$ cat src/rtl/shift_seq_ctrl_pkg.sv
// Shared types and helpers for the shift sequencer: FSM states, direction codes
// and the command-length clamp.
package shift_seq_pkg;

  typedef enum logic [1:0] {
    IDLE,
    SHIFT,
    DONE
  } state_t;

  localparam logic DIR_RIGHT = 1'b0;
  localparam logic DIR_LEFT  = 1'b1;

  // A length of zero or anything wider than the register means "whole register".
  function automatic int clamp_len(input int len, input int n);
    return ((len == 0) || (len > n)) ? n : len;
  endfunction

endpackage

$ cat src/rtl/shift_seq_ctrl_if.sv
// Command/response bus between a requester (master) and the shift sequencer (slave).
interface shift_seq_ctrl_if #(
  parameter int N     = 8,
  parameter int CNT_W = $clog2(N + 1)
);

  logic             cmd_valid;
  logic             cmd_ready;
  logic             cmd_dir;
  logic [N-1:0]     cmd_data;
  logic [CNT_W-1:0] cmd_len;
  logic             busy;
  logic             done;
  logic [N-1:0]     rx_data;

  modport master (
    output cmd_valid, cmd_dir, cmd_data, cmd_len,
    input  cmd_ready, busy, done, rx_data
  );

  modport slave (
    input  cmd_valid, cmd_dir, cmd_data, cmd_len,
    output cmd_ready, busy, done, rx_data
  );

endinterface

$ cat src/rtl/shift_seq_ctrl_core.sv
// N-bit bidirectional shift register with parallel load; also exposes the
// value it would take on a shift so the controller can capture it on that edge.
module shift_seq_core #(
  parameter int N = 8
) (
  input  logic         clk,
  input  logic         reset,
  input  logic         i_load,
  input  logic [N-1:0] i_load_data,
  input  logic         i_shift,
  input  logic         i_dir,
  input  logic         i_serial_in,
  output logic [N-1:0] o_q,
  output logic [N-1:0] o_shifted
);

  logic [N-1:0] r_q;
  logic [N-1:0] w_shifted;

  assign w_shifted = i_dir ? {r_q[N-2:0], i_serial_in}
                           : {i_serial_in, r_q[N-1:1]};

  always_ff @(posedge clk or posedge reset) begin
    if (reset)        r_q <= '0;
    else if (i_load)  r_q <= i_load_data;
    else if (i_shift) r_q <= w_shifted;
  end

  assign o_q       = r_q;
  assign o_shifted = w_shifted;

endmodule

$ cat src/rtl/shift_seq_ctrl.sv
// Command-driven shift sequencer: loads a word, shifts L bits out while capturing
// serial_in, then pulses done with the residue. Optional prescaler: SHIFT_SEQ_DIV_EN.
module shift_seq_ctrl
  import shift_seq_pkg::*;
#(
  parameter int N     = 8,
  parameter int CNT_W = $clog2(N + 1),
  parameter int DIV   = 4
) (
  input  logic           clk,
  input  logic           reset,
  shift_seq_ctrl_if.slave bus,
  input  logic           i_serial_in,
  output logic           o_serial_out,
  output logic           o_shift_en
);

  if ((N < 2) || (DIV < 1)) begin : g_param_check
    $error("shift_seq_ctrl: N must be >= 2 and DIV >= 1");
  end

  state_t           r_state;
  logic [CNT_W-1:0] r_cnt;
  logic             r_dir;
  logic [N-1:0]     r_rx;

  logic             w_accept;
  logic             w_tick;
  logic             w_shift;
  logic [CNT_W-1:0] w_len;
  logic [N-1:0]     w_q;
  logic [N-1:0]     w_shifted;

  assign w_accept = (r_state == IDLE) && bus.cmd_valid;
  assign w_len    = CNT_W'(clamp_len(int'(bus.cmd_len), N));
  assign w_shift  = (r_state == SHIFT) && w_tick;

`ifdef SHIFT_SEQ_DIV_EN
  localparam int PRE_W = (DIV > 1) ? $clog2(DIV) : 1;
  localparam logic [PRE_W-1:0] PRE_MAX = PRE_W'(DIV - 1);

  logic [PRE_W-1:0] r_pre;

  // Prescaler restarts at every accept so the first shift lands DIV cycles later.
  always_ff @(posedge clk or posedge reset) begin
    if (reset)                   r_pre <= '0;
    else if (w_accept)           r_pre <= '0;
    else if (r_state == SHIFT)   r_pre <= (r_pre == PRE_MAX) ? '0 : r_pre + 1'b1;
  end

  assign w_tick = (r_pre == PRE_MAX);
`else
  assign w_tick = 1'b1;
`endif

  shift_seq_core #(.N(N)) u_core (
    .clk         (clk),
    .reset       (reset),
    .i_load      (w_accept),
    .i_load_data (bus.cmd_data),
    .i_shift     (w_shift),
    .i_dir       (r_dir),
    .i_serial_in (i_serial_in),
    .o_q         (w_q),
    .o_shifted   (w_shifted)
  );

  // rx_data takes the post-shift value on the final edge so it is valid alongside done.
  always_ff @(posedge clk or posedge reset) begin
    if (reset) begin
      r_state <= IDLE;
      r_cnt   <= '0;
      r_dir   <= DIR_RIGHT;
      r_rx    <= '0;
    end else begin
      case (r_state)
        IDLE: begin
          if (bus.cmd_valid) begin
            r_state <= SHIFT;
            r_cnt   <= w_len;
            r_dir   <= bus.cmd_dir;
          end
        end
        SHIFT: begin
          if (w_tick) begin
            r_cnt <= r_cnt - 1'b1;
            if (r_cnt == CNT_W'(1)) begin
              r_state <= DONE;
              r_rx    <= w_shifted;
            end
          end
        end
        DONE:    r_state <= IDLE;
        default: r_state <= IDLE;
      endcase
    end
  end

  assign bus.cmd_ready = (r_state == IDLE);
  assign bus.busy      = (r_state != IDLE);
  assign bus.done      = (r_state == DONE);
  assign bus.rx_data   = r_rx;
  assign o_shift_en    = w_shift;
  assign o_serial_out  = (r_state == SHIFT) ? ((r_dir == DIR_LEFT) ? w_q[N-1] : w_q[0]) : 1'b0;

endmodule

$ cat src/flat_wrapper.sv
// flat-port wrapper written by rule: the top's interface ports become plain ports
module shift_seq_ctrl_flat import shift_seq_pkg::*;
#(
  parameter int N     = 8,
  parameter int CNT_W = $clog2(N + 1),
  parameter int DIV   = 4
)
  (clk, reset, i_serial_in, o_serial_out, o_shift_en, bus_cmd_valid, bus_cmd_dir, bus_cmd_data, bus_cmd_len, bus_cmd_ready, bus_busy, bus_done, bus_rx_data);
  shift_seq_ctrl_if #(.N(N), .CNT_W(CNT_W)) bus_i ();
  input  logic clk;
  input  logic reset;
  input  logic i_serial_in;
  output logic o_serial_out;
  output logic o_shift_en;
  input wire logic [$bits(bus_i.cmd_valid)-1:0] bus_cmd_valid;
  input wire logic [$bits(bus_i.cmd_dir)-1:0] bus_cmd_dir;
  input wire logic [$bits(bus_i.cmd_data)-1:0] bus_cmd_data;
  input wire logic [$bits(bus_i.cmd_len)-1:0] bus_cmd_len;
  output wire logic [$bits(bus_i.cmd_ready)-1:0] bus_cmd_ready;
  output wire logic [$bits(bus_i.busy)-1:0] bus_busy;
  output wire logic [$bits(bus_i.done)-1:0] bus_done;
  output wire logic [$bits(bus_i.rx_data)-1:0] bus_rx_data;
  assign bus_i.cmd_valid = bus_cmd_valid;
  assign bus_i.cmd_dir = bus_cmd_dir;
  assign bus_i.cmd_data = bus_cmd_data;
  assign bus_i.cmd_len = bus_cmd_len;
  assign bus_cmd_ready = bus_i.cmd_ready;
  assign bus_busy = bus_i.busy;
  assign bus_done = bus_i.done;
  assign bus_rx_data = bus_i.rx_data;
  shift_seq_ctrl #(.N(N), .CNT_W(CNT_W), .DIV(DIV)) u_core (.clk(clk), .reset(reset), .bus(bus_i), .i_serial_in(i_serial_in), .o_serial_out(o_serial_out), .o_shift_en(o_shift_en));
endmodule
$ cat config.mk
export PLATFORM = sky130hd
export DESIGN_NAME = shift_seq_ctrl_flat
export DESIGN_NICKNAME = d
export VERILOG_FILES = /design/src/rtl/shift_seq_ctrl_pkg.sv /design/src/rtl/shift_seq_ctrl_if.sv /design/src/rtl/shift_seq_ctrl_core.sv /design/src/rtl/shift_seq_ctrl.sv /design/src/flat_wrapper.sv
export SDC_FILE = /design/constraint.sdc
export NUM_CORES = 1
export LEC_CHECK = 0
export CAP_MARGIN = 25
export CORE_MARGIN = 1
export CORE_UTILIZATION = 30
export CTS_CLUSTER_DIAMETER = 30
export DETAILED_ROUTE_END_ITERATION = 16
export GPL_TIMING_DRIVEN = 0
export PLACE_DENSITY_LB_ADDON = 0.3
export RECOVER_POWER = 50
export SLEW_MARGIN = 20
export SYNTH_ARGS = -nofsm -noshare
export SYNTH_HDL_FRONTEND = slang
export SYNTH_SLANG_ARGS = --single-unit
$ cat constraint.sdc
create_clock -name clk -period 2 [get_ports clk]
set_input_delay 0.4 -clock clk [delete_from_list [all_inputs] [get_ports clk]]
set_output_delay 0.4 -clock clk [all_outputs]
set_load 0.005 [all_outputs]
==> results of run 1 <==
==> critical path: cells and delay by family (launching register included) <==
| kind | cells | cell delay (ns) |
|---|---|---|
| simple gates | 1 | 0.28 |
| buf+inv | 2 | 0.60 |
| flops | 1 | 0.38 |
==> final timing paths <==
kind	to	slack, ns	cells past startpoint
max	bus_busy	0.08	3
min	u_core.bus.rx_data[3]	0.45	2
max reg2reg	u_core.bus.rx_data[2]	0.18	5
min reg2reg	u_core.u_core.o_q[6]	0.51	1
max in group asynchronous	u_core.u_core.o_q[4]	0.39	3
min in group clk	u_core.u_core.o_q[6]	0.51	1
==> cell type report <==
type                    count  area, µm²  share of cell area, %
repair buffers             31        305                   19.2
flip-flops and latches     23        577                   36.2
multi-input cells          69        546                   34.2
inverters                   6       30.0                   1.88
well taps                  48       60.1                   3.77
clock inverters             1       5.00                  0.314
plain buffers               4       30.0                   1.88
clock buffers               3       41.3                   2.59
==> cells by family after synthesis <==
kind of cell | Yosys count | share of synthesized area (%)
compound gates | 24 | 14.6
simple gates | 28 | 14.6
flops | 23 | 48.0
fa+ha+maj | 2 | 2.09
buf+inv | 11 | 5.53
mux | 15 | 15.1
==> placed cells by master (no fill, tap or decap), types with 5 or more instances in the layout <==
cell             count
clkdlybuf4s50_1     25
dfrtp_1             22
inv_1                5
mux2_1               5
mux2_4               5
mux2i_1              5
nand2_1              5
nor2_1               6
==> through the flow <==
stage                     area [µm²]  setup slack [ns]  total power [mW]  utilization, %
final                           1590            0.0781              2.49            42.6
after global placement          1550             0.133              2.21            41.4
after floorplan                 1200             0.557              1.75               -
after global routing            1590            0.0196              2.66            42.6
after detailed placement        1550             0.118              2.24            41.4
after CTS                       1600           0.00836              2.53            42.6
==> sequential cells by signal, indices dropped and copies added (netlist names) <==
register            flops
u_core.r_dir            1
u_core.u_core.o_q       8
u_core.r_cnt            4
u_core.bus.rx_data      8
u_core.r_state          2
==> power groups by stage <==
stage                     combinational (mW)  clock [mW]  sequential (mW)
final                                   1.32       0.299            0.868
after global routing                    1.44       0.318            0.899
after CTS                               1.36       0.299            0.875
after detailed placement                1.36           0            0.884
after global placement                  1.34           0            0.872
after floorplan                        0.905           0            0.847
==> what timing repair did <==
action	4_1_cts	5_1_grt
setup endpoints to repair	2	2
resized for setup	3	3
buffers inserted	1	0
==> metal layers <==
metal,part of all wire (%),global-route usage [%],up-vias
met5,0,0,-
met4,1.4,5.71,0
met3,4.0,2.08,4
met2,48,21.5,21
met1,47,17.2,437
li1,-,-,439
==> impl_metrics.csv, run 1 <==
group,metric,value,unit
run_status,outcome,"complete, no violations",
yosys,async_reset_ff_share,100,%
finish,fin_nets,157,
finish,nFillCells,380,
yosys,synth_seq_cells,23,
timing,relSlewSlack,32.6,%
placed_design,portBuffers,29,
yosys,yosysMostFrequentCell,"dfrtp_1",
setup_path,crit-reg2reg-launch,"u_core.r_cnt[1]",
clocking,clkSinkCount,23,
finish,area_delta_synth_final,33.0,%
drt,ant_nets,0,
floorplanning,core_area,3740,µm²
yosys,synth_area_leader_cell,"dfrtp_1",
floorplanning,initial_utilization,32.0,%
power_and_ir_drop,p_sw,0.916,mW
setup_path,path_cells,"buf_4, or2_2, clkdlybuf4s50_1",
setup_path,cp-start-kind,"flip-flop",
finish,instances_no_fill,185,
placed_design,place_inst,180,
yosys,syn_inst,103,
setup_path,crit_type,"reg2out",
grt,grt_max_degree,24,
clocking,clk_pin_slew_worst_paths,0.09,ns
grt,grt_pass1_vias,867,
grt,antenna_found_initial,0,
setup_path,critical_path.max_stage_delay,0.46,ns
timing,tightest_slew,1.01,ns
timing,max_freq,520,MHz
timing,whs,0.447,ns
clocking,ctsHoldBuffers,0,
finish,num_antenna_cells,0,
power_and_ir_drop,combPwrFrac,53.1,%
yosys,netlist.area_leader.share,48.0,%
power_and_ir_drop,powerDensity,1560,nW/µm²
power_and_ir_drop,pwr-share-clk,12.0,%
setup_path,crit_start,"u_core.r_state[1]",
drt,dr.first_iter.drc_count,18,
yosys,yosysSeqAreaShare,48.0,%
power_and_ir_drop,netSwitchingFraction,36.8,%
timing,clock_skew,0.00237,ns
timing,rsz0062_at_grt,"false",
clocking,root_buffer,"clkbuf_8",
setup_path,cp.required,1.60,ns
clocking,cts_htree_levels,1,
grt,grt_pass1_wl,4.22,mm
drt,vias_per_cell,4.87,
timing,finalHoldViolations,0,
floorplanning,row_count,22,
timing,setup_viol,0,
yosys,avgSynthCellArea,11.6,µm²
grt,grt_overflow,0,
yosys,synth_ff_type,"dfrtp_1",
grt,gr-usage-all-layers,13.2,%
timing,setup-tns-final,0,ns
drt,wirelength,2.64,mm
power_and_ir_drop,max-vdd-ir-drop,0.625,mV
yosys,synth_area_leaders,"dfrtp_1, mux2_4, mux2_1, mux2i_1, a221o_1",
floorplanning,dieArea,4250,µm²
timing,finalCritPeriodShare,96.1,%
timing,maxSlewViolCount,0,
yosys,syn_area,1200,µm²
setup_path,cp_max_fo,5,
yosys,synth_edf_count,0,
drt,firstDrtPassIters,4,
floorplanning,io_pins,30,
yosys,synth_commonest_cells,"dfrtp_1, nor2_1",
job,drv_cap,0,
placed_design,place_congestion,0.824,
yosys,synth_fp_nets,122,
drt,wl_per_cell,14.2,µm
finish,drive_above_1_share,13.9,%
floorplanning,die_y,65.2,µm
placed_design,place_hpwl,1.89,mm
drt,via_count,901,
setup_path,crit_slowest_cell,"clkdlybuf4s50_1",
yosys,synth_warnings,0,
setup_path,cp.arrival,1.52,ns
floorplanning,die_x,65.2,µm
clocking,numCtsBuffers,3,
clocking,cts_buffer_depth,2,
yosys,yosys.cell_types.count,32,
clocking,tritoncts,"done",
setup_path,endpoint_kind,"output pin",
timing,period_needed,1.92,ns
power_and_ir_drop,p_leak,0.755,nW
power_and_ir_drop,p_int,1.57,mW
power_and_ir_drop,p_seq_share,34.9,%
drt,drcViolationCount,0,
clocking,clock_latency,0.27,ns
worst_hold_path,hold_class,"in2async",
Note: power is estimated with default switching activity, not from simulation.
==> inputs of run 2 (changes only) <==
SKIP_CTS_REPAIR_TIMING = 1   (was default)
SLEW_MARGIN = 10   (was 20)
==> run 2 against run 1 <==
Net effect:
- setup slack lost 0.039 ns
- hold slack worse by 0.043 ns
- maximum frequency fell by 2.0%
- clock skew rose by 0.00077 ns
- flip-flop and latch count unchanged
==> impl_metrics.csv, run 2 (same netlist as run 1, synthesis figures left out) <==
group,metric,value,unit
run_status,outcome,"complete, no violations",
floorplanning,initial_utilization,32.0,%
setup_path,endpoint_kind,"output pin",
placed_design,post_dp_cell_area,1550,µm²
floorplanning,io_pins,30,
timing,period_needed,1.96,ns
grt,grt_overflow,0,
clocking,clk_pin_slew_worst_paths,0.08,ns
clocking,clock_latency,0.26,ns
power_and_ir_drop,max-vdd-ir-drop,0.619,mV
floorplanning,core_area,3740,µm²
drt,firstDrtPassIters,4,
clocking,numCtsBuffers,3,
clocking,cts_htree_levels,1,
clocking,root_buffer,"clkbuf_8",
finish,most-common-layout-cells,"clkdlybuf4s50_1, dfrtp_1, nor2_1",
timing,maxSlewViolCount,0,
timing,setup_viol,0,
drt,ant_nets,0,
clocking,tritoncts,"done",
job,drv_cap,0,
drt,drcViolationCount,0,
power_and_ir_drop,powerDensity,1550,nW/µm²
worst_hold_path,hold_class,"in2async",
drt,via_count,920,
placed_design,dp_slack,0.118,ns
placed_design,portBuffers,29,
timing,finalCritPeriodShare,98.0,%
timing,max_freq,510,MHz
setup_path,cp.arrival,1.56,ns
floorplanning,die_y,65.2,µm
setup_path,crit_type,"reg2out",
setup_path,r2r_end,"u_core.bus.rx_data[2]",
grt,antenna_found_initial,0,
drt,wl_met3,105,µm
setup_path,cp.required,1.60,ns
power_and_ir_drop,p_leak,0.776,nW
grt,gr-usage-all-layers,13.3,%
setup_path,reg2regPathDepth,5,
placed_design,place_congestion,0.824,
drt,vias_per_cell,4.92,
timing,fin_ws,0.0394,ns
finish,area_delta_synth_final,35.5,%
finish,instances_no_fill,187,
finish,num_antenna_cells,0,
finish,final_common_cell,"clkdlybuf4s50_1",
power_and_ir_drop,total_power,2.52,mW
timing,tightest_slew,0.999,ns
grt,grt_pass1_vias,863,
placed_design,place_hpwl,1.89,mm
finish,design_area,1620,µm²
floorplanning,dieArea,4250,µm²
drt,dr_wl_met2,1.33,mm
drt,wl_per_cell,14.4,µm
timing,finalHoldViolations,0,
setup_path,cp_max_fo,6,
finish,drive_above_1_share,15.8,%
clocking,cts_buffer_depth,2,
setup_path,r2r_slack,0.19,ns
timing,setup-tns-final,0,ns
floorplanning,die_x,65.2,µm
clocking,clkSinkCount,23,
setup_path,cp-start-kind,"flip-flop",
drt,wirelength,2.70,mm
timing,relSlewSlack,33.4,%
drt,top_layer_used,"met4",
timing,clock_skew,0.00314,ns
grt,grt_max_degree,24,
floorplanning,row_count,22,
drt,wl_met1,1.23,mm
drt,dr.first_iter.drc_count,37,
finish,fin_nets,159,
grt,grt_pass1_wl,4.23,mm
setup_path,crit-reg2reg-launch,"u_core.r_cnt[1]",
placed_design,place_inst,180,
run 2: changes by cell type in the layout (fill, tap and decap cells not counted):
cell,change
buf_4,+2
clkbuf_1,-1
clkdlybuf4s50_1,+1
dlygate4sd2_1,-1
dlymetal6s4s_1,+1
nor3b_1,-1
nor3b_2,+1
run 2: metal layers:
layer / GRT usage (%) / vias to the layer above
met5: 0 / -
met4: 5.71 / 0
met3: 2.08 / 4
met2: 21.4 / 27
met1: 17.5 / 447
li1: - / 442
run 2: critical path: stages, from the launching register on:
cell	delay, ns
dfrtp_2	0.44
or2_2	0.31
inv_1	0.05
clkdlybuf4s50_1	0.48
run 2: how the worst max path moves through the flow:
stage               slack [ns]  depth (start not counted)               endpoint               from
floorplan                 0.56                          5  u_core.bus.rx_data[0]    u_core.r_cnt[1]
global placement          0.13                          5             o_shift_en  u_core.r_state[1]
detailed placement        0.12                          5             o_shift_en  u_core.r_state[1]
CTS                      -0.18                          5             o_shift_en  u_core.r_state[1]
global route            -0.001                          3          bus_cmd_ready  u_core.r_state[0]
finish                    0.04                          3          bus_cmd_ready  u_core.r_state[0]
run 2: layout make-up:
class,count,area (µm²)
Fill cell,377,2120
Multi-Input combinational cell,69,551
Clock inverter,1,5.00
Sequential cell,23,577
Inverter,6,30.0
Clock buffer,3,41.3
Tap cell,48,60.1
Timing Repair Buffer,33,330
Buffer,4,30.0
run 2: metrics by stage:
stage / hold slack [ns] / utilization (%)
floorplan: 0.402 / -
global placement: 0.487 / 41.4
detailed placement: 0.491 / 41.4
CTS: 0.510 / 42.6
global route: 0.413 / 43.4
finish: 0.404 / 43.4
run 2: where the power goes:
| part | internal (mW) | switching [mW] |
|---|---|---|
| clock | 0.139 | 0.152 |
| combinational | 0.761 | 0.596 |
| sequential | 0.699 | 0.174 |
| total | 1.60 | 0.922 |
==> edit 1, RTL diff (settings of run 1) <==
`N` is set to 8 in 4 places; all go to 16.
--- a/src/rtl/shift_seq_ctrl_if.sv
+++ b/src/rtl/shift_seq_ctrl_if.sv
@@ -1,5 +1,5 @@
 // Command/response bus between a requester (master) and the shift sequencer (slave).
 interface shift_seq_ctrl_if #(
-  parameter int N     = 8,
+  parameter int N     = 16,
   parameter int CNT_W = $clog2(N + 1)
 );
--- a/src/rtl/shift_seq_ctrl_core.sv
+++ b/src/rtl/shift_seq_ctrl_core.sv
@@ -2,5 +2,5 @@
 // value it would take on a shift so the controller can capture it on that edge.
 module shift_seq_core #(
-  parameter int N = 8
+  parameter int N = 16
 ) (
   input  logic         clk,
--- a/src/rtl/shift_seq_ctrl.sv
+++ b/src/rtl/shift_seq_ctrl.sv
@@ -4,5 +4,5 @@
   import shift_seq_pkg::*;
 #(
-  parameter int N     = 8,
+  parameter int N     = 16,
   parameter int CNT_W = $clog2(N + 1),
   parameter int DIV   = 4
--- a/src/flat_wrapper.sv
+++ b/src/flat_wrapper.sv
@@ -2,5 +2,5 @@
 module shift_seq_ctrl_flat import shift_seq_pkg::*;
 #(
-  parameter int N     = 8,
+  parameter int N     = 16,
   parameter int CNT_W = $clog2(N + 1),
   parameter int DIV   = 4
Interface: changed (resized bus_cmd_data, bus_cmd_len and bus_rx_data); port bits go from 30 to 47. No check against the original RTL was run, so the function may have changed too.
==> edit 1 against run 1 <==
Routed wire length is 96% higher. Cell area up 73%. Worst hold slack improved by 0.029 ns. Critical endpoint unchanged. Power increased by 72%. Setup slack gained 0.0030 ns. Non-clock buffer count rose by 29. Count of clock-buffer cells in the layout is 3 higher. Area after synthesis up 73%. Sequential share of layout area grew 0.11 points. Sequential cell count up 17. Critical path depth up 2.
==> edit 1: results (changes against run 1) <==
INFO  metric status = finished clean
INFO  metric fin_crit_sh = 95.9% (-0.15 points)
INFO  metric number_of_cts_inserted_buffers = 5 (+2)
INFO  metric post_synth_xor_area_fraction = 0.423% (+0.42 points)
INFO  metric synth-compound-area-share = 19.1% (+4.5 points)
INFO  metric synth-adder-area-share = 1.81% (-0.27 points)
INFO  metric drt_first_iter_violations = 75 (+57)
INFO  metric worst_skew_pair.late_latency = 0.29 ns (+0.02 ns)
INFO  metric fillCellCount = 635 (+67%)
INFO  metric ctsResizeCount = 10 (+7)
INFO  metric ys_top_cells_by_area = dfrtp_1 (48%), mux2i_1 (7.3%), a221oi_1 (5.9%)
INFO  metric power_report.internal_total = 0.00263 W (+67%)
INFO  metric synth.avg_cell_area = 10.4 um2 (-11%)
INFO  metric dr_wl_met2 = 2280 um (+81%)
INFO  metric post_cts_buffers = 3 (+2)
INFO  metric power.leakage = 1.17 nW (+55%)
INFO  metric routed-wl-met3 = 237 um (+130%)
INFO  metric post_dp_cell_area = 2640 um2 (+70%)
INFO  metric first_pass_grt_wire_length = 8390 um (+99%)
INFO  metric finish.net_count = 283 (+80%)
INFO  metric gr-usage-met2 = 23.2% (+1.6 points)
INFO  metric regToRegSetupSlack = 0.21 ns (+0.03 ns)
INFO  metric dpl.cell_count = 323 (+79%)
INFO  metric grt_use_met1 = 21.1% (+3.9 points)
INFO  metric hold_path_class = in2reg
INFO  metric post_synth_most_frequent_cells = dfrtp_1 (40), nor2_1 (32), a21oi_1 (16)
INFO  metric synth.mux.area_fraction = 9.97% (-5.2 points)
INFO  metric grtUsageTotal = 15.0% (+1.7 points)
INFO  metric via_count_of_the_first_global_routing_pass = 1646 (+90%)
INFO  metric drive_gt1_share = 13.0% (-0.88 points)
-- edit 1: final cells by class --
class                      instances  area (um2)  share of cell area [%]
clock inverter                     1        5.00                   0.181
timing repair buffer              49         484                    17.6
sequential                        40        1000                    36.3
clock buffer                       6        72.6                    2.63
buffer                            15         119                    4.31
inverter                          11        43.8                    1.59
multi-input combinational        132         936                    33.9
tap                               77        96.3                    3.49
-- edit 1: critical path, stage by stage, from the launching register on --
cell and delay, ns:
dfrtp_1 0.39, buf_6 0.15, nor2_4 0.12, buf_6 0.11
inv_1 0.03, clkdlybuf4s50_1 0.42
-- edit 1: cells by family (layout without fill, tap and decap cells) --
group / count (synthesis) / in the layout
AOI/OAI and AO/OA: 57 / 57
adders and majority gates: 3 / 3
buffers and inverters: 28 / 82
muxes: 20 / 20
and+or+nand+nor: 51 / 51
xor gates and xnor gates: 1 / 1
DFF: 40 / 40
==> edit 2, RTL diff (config.mk and constraints of run 1) <==
Without the edit above. The 3 states of `state_t` get a one-hot encoding in 3 bits.
--- a/src/rtl/shift_seq_ctrl_pkg.sv
+++ b/src/rtl/shift_seq_ctrl_pkg.sv
@@ -3,8 +3,8 @@
 package shift_seq_pkg;
 
-  typedef enum logic [1:0] {
-    IDLE,
-    SHIFT,
-    DONE
+  typedef enum logic [2:0] {
+    IDLE  = 3'b001,
+    SHIFT = 3'b010,
+    DONE  = 3'b100
   } state_t;
 
Function: same outputs for any inputs over 10 cycles, from zero or initial values and one cycle with reset high; not proved beyond that.
==> edit 2 against run 1 <==
Clock skew grew 0.0055 ns. Power shrank 6.4%. Largest power group unchanged. Cell area grew 4.8%. Largest cell class unchanged. Register-to-register slack lost 0.05 ns. Routed wire length grew 6.6%. Fmax grew 1.2%. Sequential cell count grew 1. Sequential power shrank 3.2%. Setup slack gained 0.023 ns. Global-route usage grew 1.4 points. Area after synthesis shrank 0.94%. Sequential share of layout area shrank 0.16 points. Clock power grew 43%. Die area shrank 0.92%. Critical endpoint is now o_shift_en.
==> edit 2: results (changes against run 1) <==
INFO  metric status = finished clean
INFO  metric regToRegStartpoint = u_core.r_state[2]
INFO  metric yosysSeqAreaShare = 50.7% (+2.7 points)
INFO  metric whs_endpoint = u_core.bus.rx_data[3]
INFO  metric critPathCapture = o_shift_en
INFO  metric drt_first_iter_violations = 43 (+25)
INFO  metric worst_pin_slew = 0.725 ns (-0.286 ns)
INFO  metric grtUsageTotal = 14.6% (+1.4 points)
INFO  metric dpl.cell_count = 186 (+3.3%)
INFO  metric detailed_place_hpwl = 2030 um (+7.1%)
INFO  metric final_estimated_routing_congestion_in_global_placement = 0.807 (-2.0%)
INFO  metric finalClockSkew = 0.00790 ns (+0.00553 ns)
INFO  metric totalWireLength = 2810 um (+6.6%)
INFO  metric power_frac_comb = 45.5% (-7.6 points)
INFO  metric max_vdd_drop = 0.000756 V (+21%)
INFO  metric synth.net_count = 128 (+4.9%)
INFO  metric hold_path_class = reg2reg
INFO  metric async_flop_share = 100% (unchanged)
INFO  metric post_synth_num_cell_types = 31 (-3.1%)
INFO  metric drive_gt1_share = 16.3% (+2.5 points)
INFO  metric maximum_number_of_pins_on_one_net_before_global_route_repair = 25 (+4.2%)
INFO  metric power_report.internal_total = 0.00153 W (-2.9%)
INFO  metric regToRegSetupSlack = 0.13 ns (-0.05 ns)
INFO  metric power.leakage = 0.781 nW (+3.5%)
INFO  metric worst_ep_arrival_time = 1.50 ns (-0.02 ns)
INFO  metric fillCellCount = 360 (-5.3%)
INFO  metric synth_cells = 109 (+5.8%)
INFO  metric viasPerCell = 4.96 (+1.8%)
INFO  metric first_pass_grt_wire_length = 4710 um (+12%)
INFO  metric ys_top_cells_by_area = dfrtp_1 (48%), mux2i_1 (7.6%), mux2_2 (5.7%)
INFO  metric critical_path.reg2reg.endpoint = u_core.r_cnt[3]
INFO  metric p_seq = 0.000840 W (-3.2%)
INFO  metric finish.net_count = 167 (+6.4%)
INFO  metric setup.worst_path.start = u_core.r_state[0]
INFO  metric num_vias = 967 (+7.3%)
INFO  metric post_synth_most_frequent_cells = dfrtp_1 (23), mux2i_1 (9), nand2_1 (8), nor2_1 (8), inv_1 (7)
-- edit 2: changes by cell type in the layout (fill, tap and decap cells not counted), sizes merged, moves of 4 or more --
cell,run 1,this run
buf,4,9
a21o,4,0
a22o,4,0
mux2,10,6
mux2i,5,9
nand3b,4,0
-- edit 2: final cells by class --
class	instances	area share, %
inverters	8	1.95
multi-input cells	71	31.5
flip-flops and latches	24	36.0
clock inverters	1	1.80
plain buffers	5	2.85
clock buffers	3	2.47
repair buffers	35	19.8
well taps	48	3.60
-- edit 2: through the flow --
stage	utilization (%)	setup WS, ns	hold slack [ns]	power (W)	instance area (um2)
final	44.9	0.101	0.508	0.00233	1670
after global routing	44.9	0.0486	0.533	0.00250	1670
after CTS	44.7	0.00938	0.519	0.00235	1660
after detailed placement	41.4	-0.147	0.496	0.00185	1540
after global placement	41.4	-0.140	0.495	0.00183	1540
after floorplan	-	0.490	0.414	0.00146	1190
-- edit 2: repair_timing --
action | CTS | global route
setup endpoints to repair | 2 | 3
pin swaps | 1 | 1
resized for setup | 12 | 4
buffers inserted | 4 | 1
-- edit 2: metal layers --
layer	GRT usage, %	part of all wire [%]	vias up
li1	-	-	473
met1	19.4	47	467
met2	24.2	47	25
met3	3.87	5.3	2
met4	1.94	0.25	0
met5	0	0	-
-- edit 2: kinds of logic after synthesis --
logic type | count (synthesis) | synth area share, %
buffers and inverters | 14 | 5.59
flip-flops | 24 | 50.7
multiplexers | 15 | 13.3
adder cells (fa/ha/maj) | 2 | 2.11
AND/OR/NAND/NOR | 29 | 12.9
AO/OA/AOI/OAI | 25 | 15.5
-- edit 2: worst max-delay path: stages, from the launching register on --
cell and delay, ns:
dfstp_2 0.40, or3b_4 0.43, inv_4 0.08, buf_12 0.09, dlygate4sd2_1 0.22
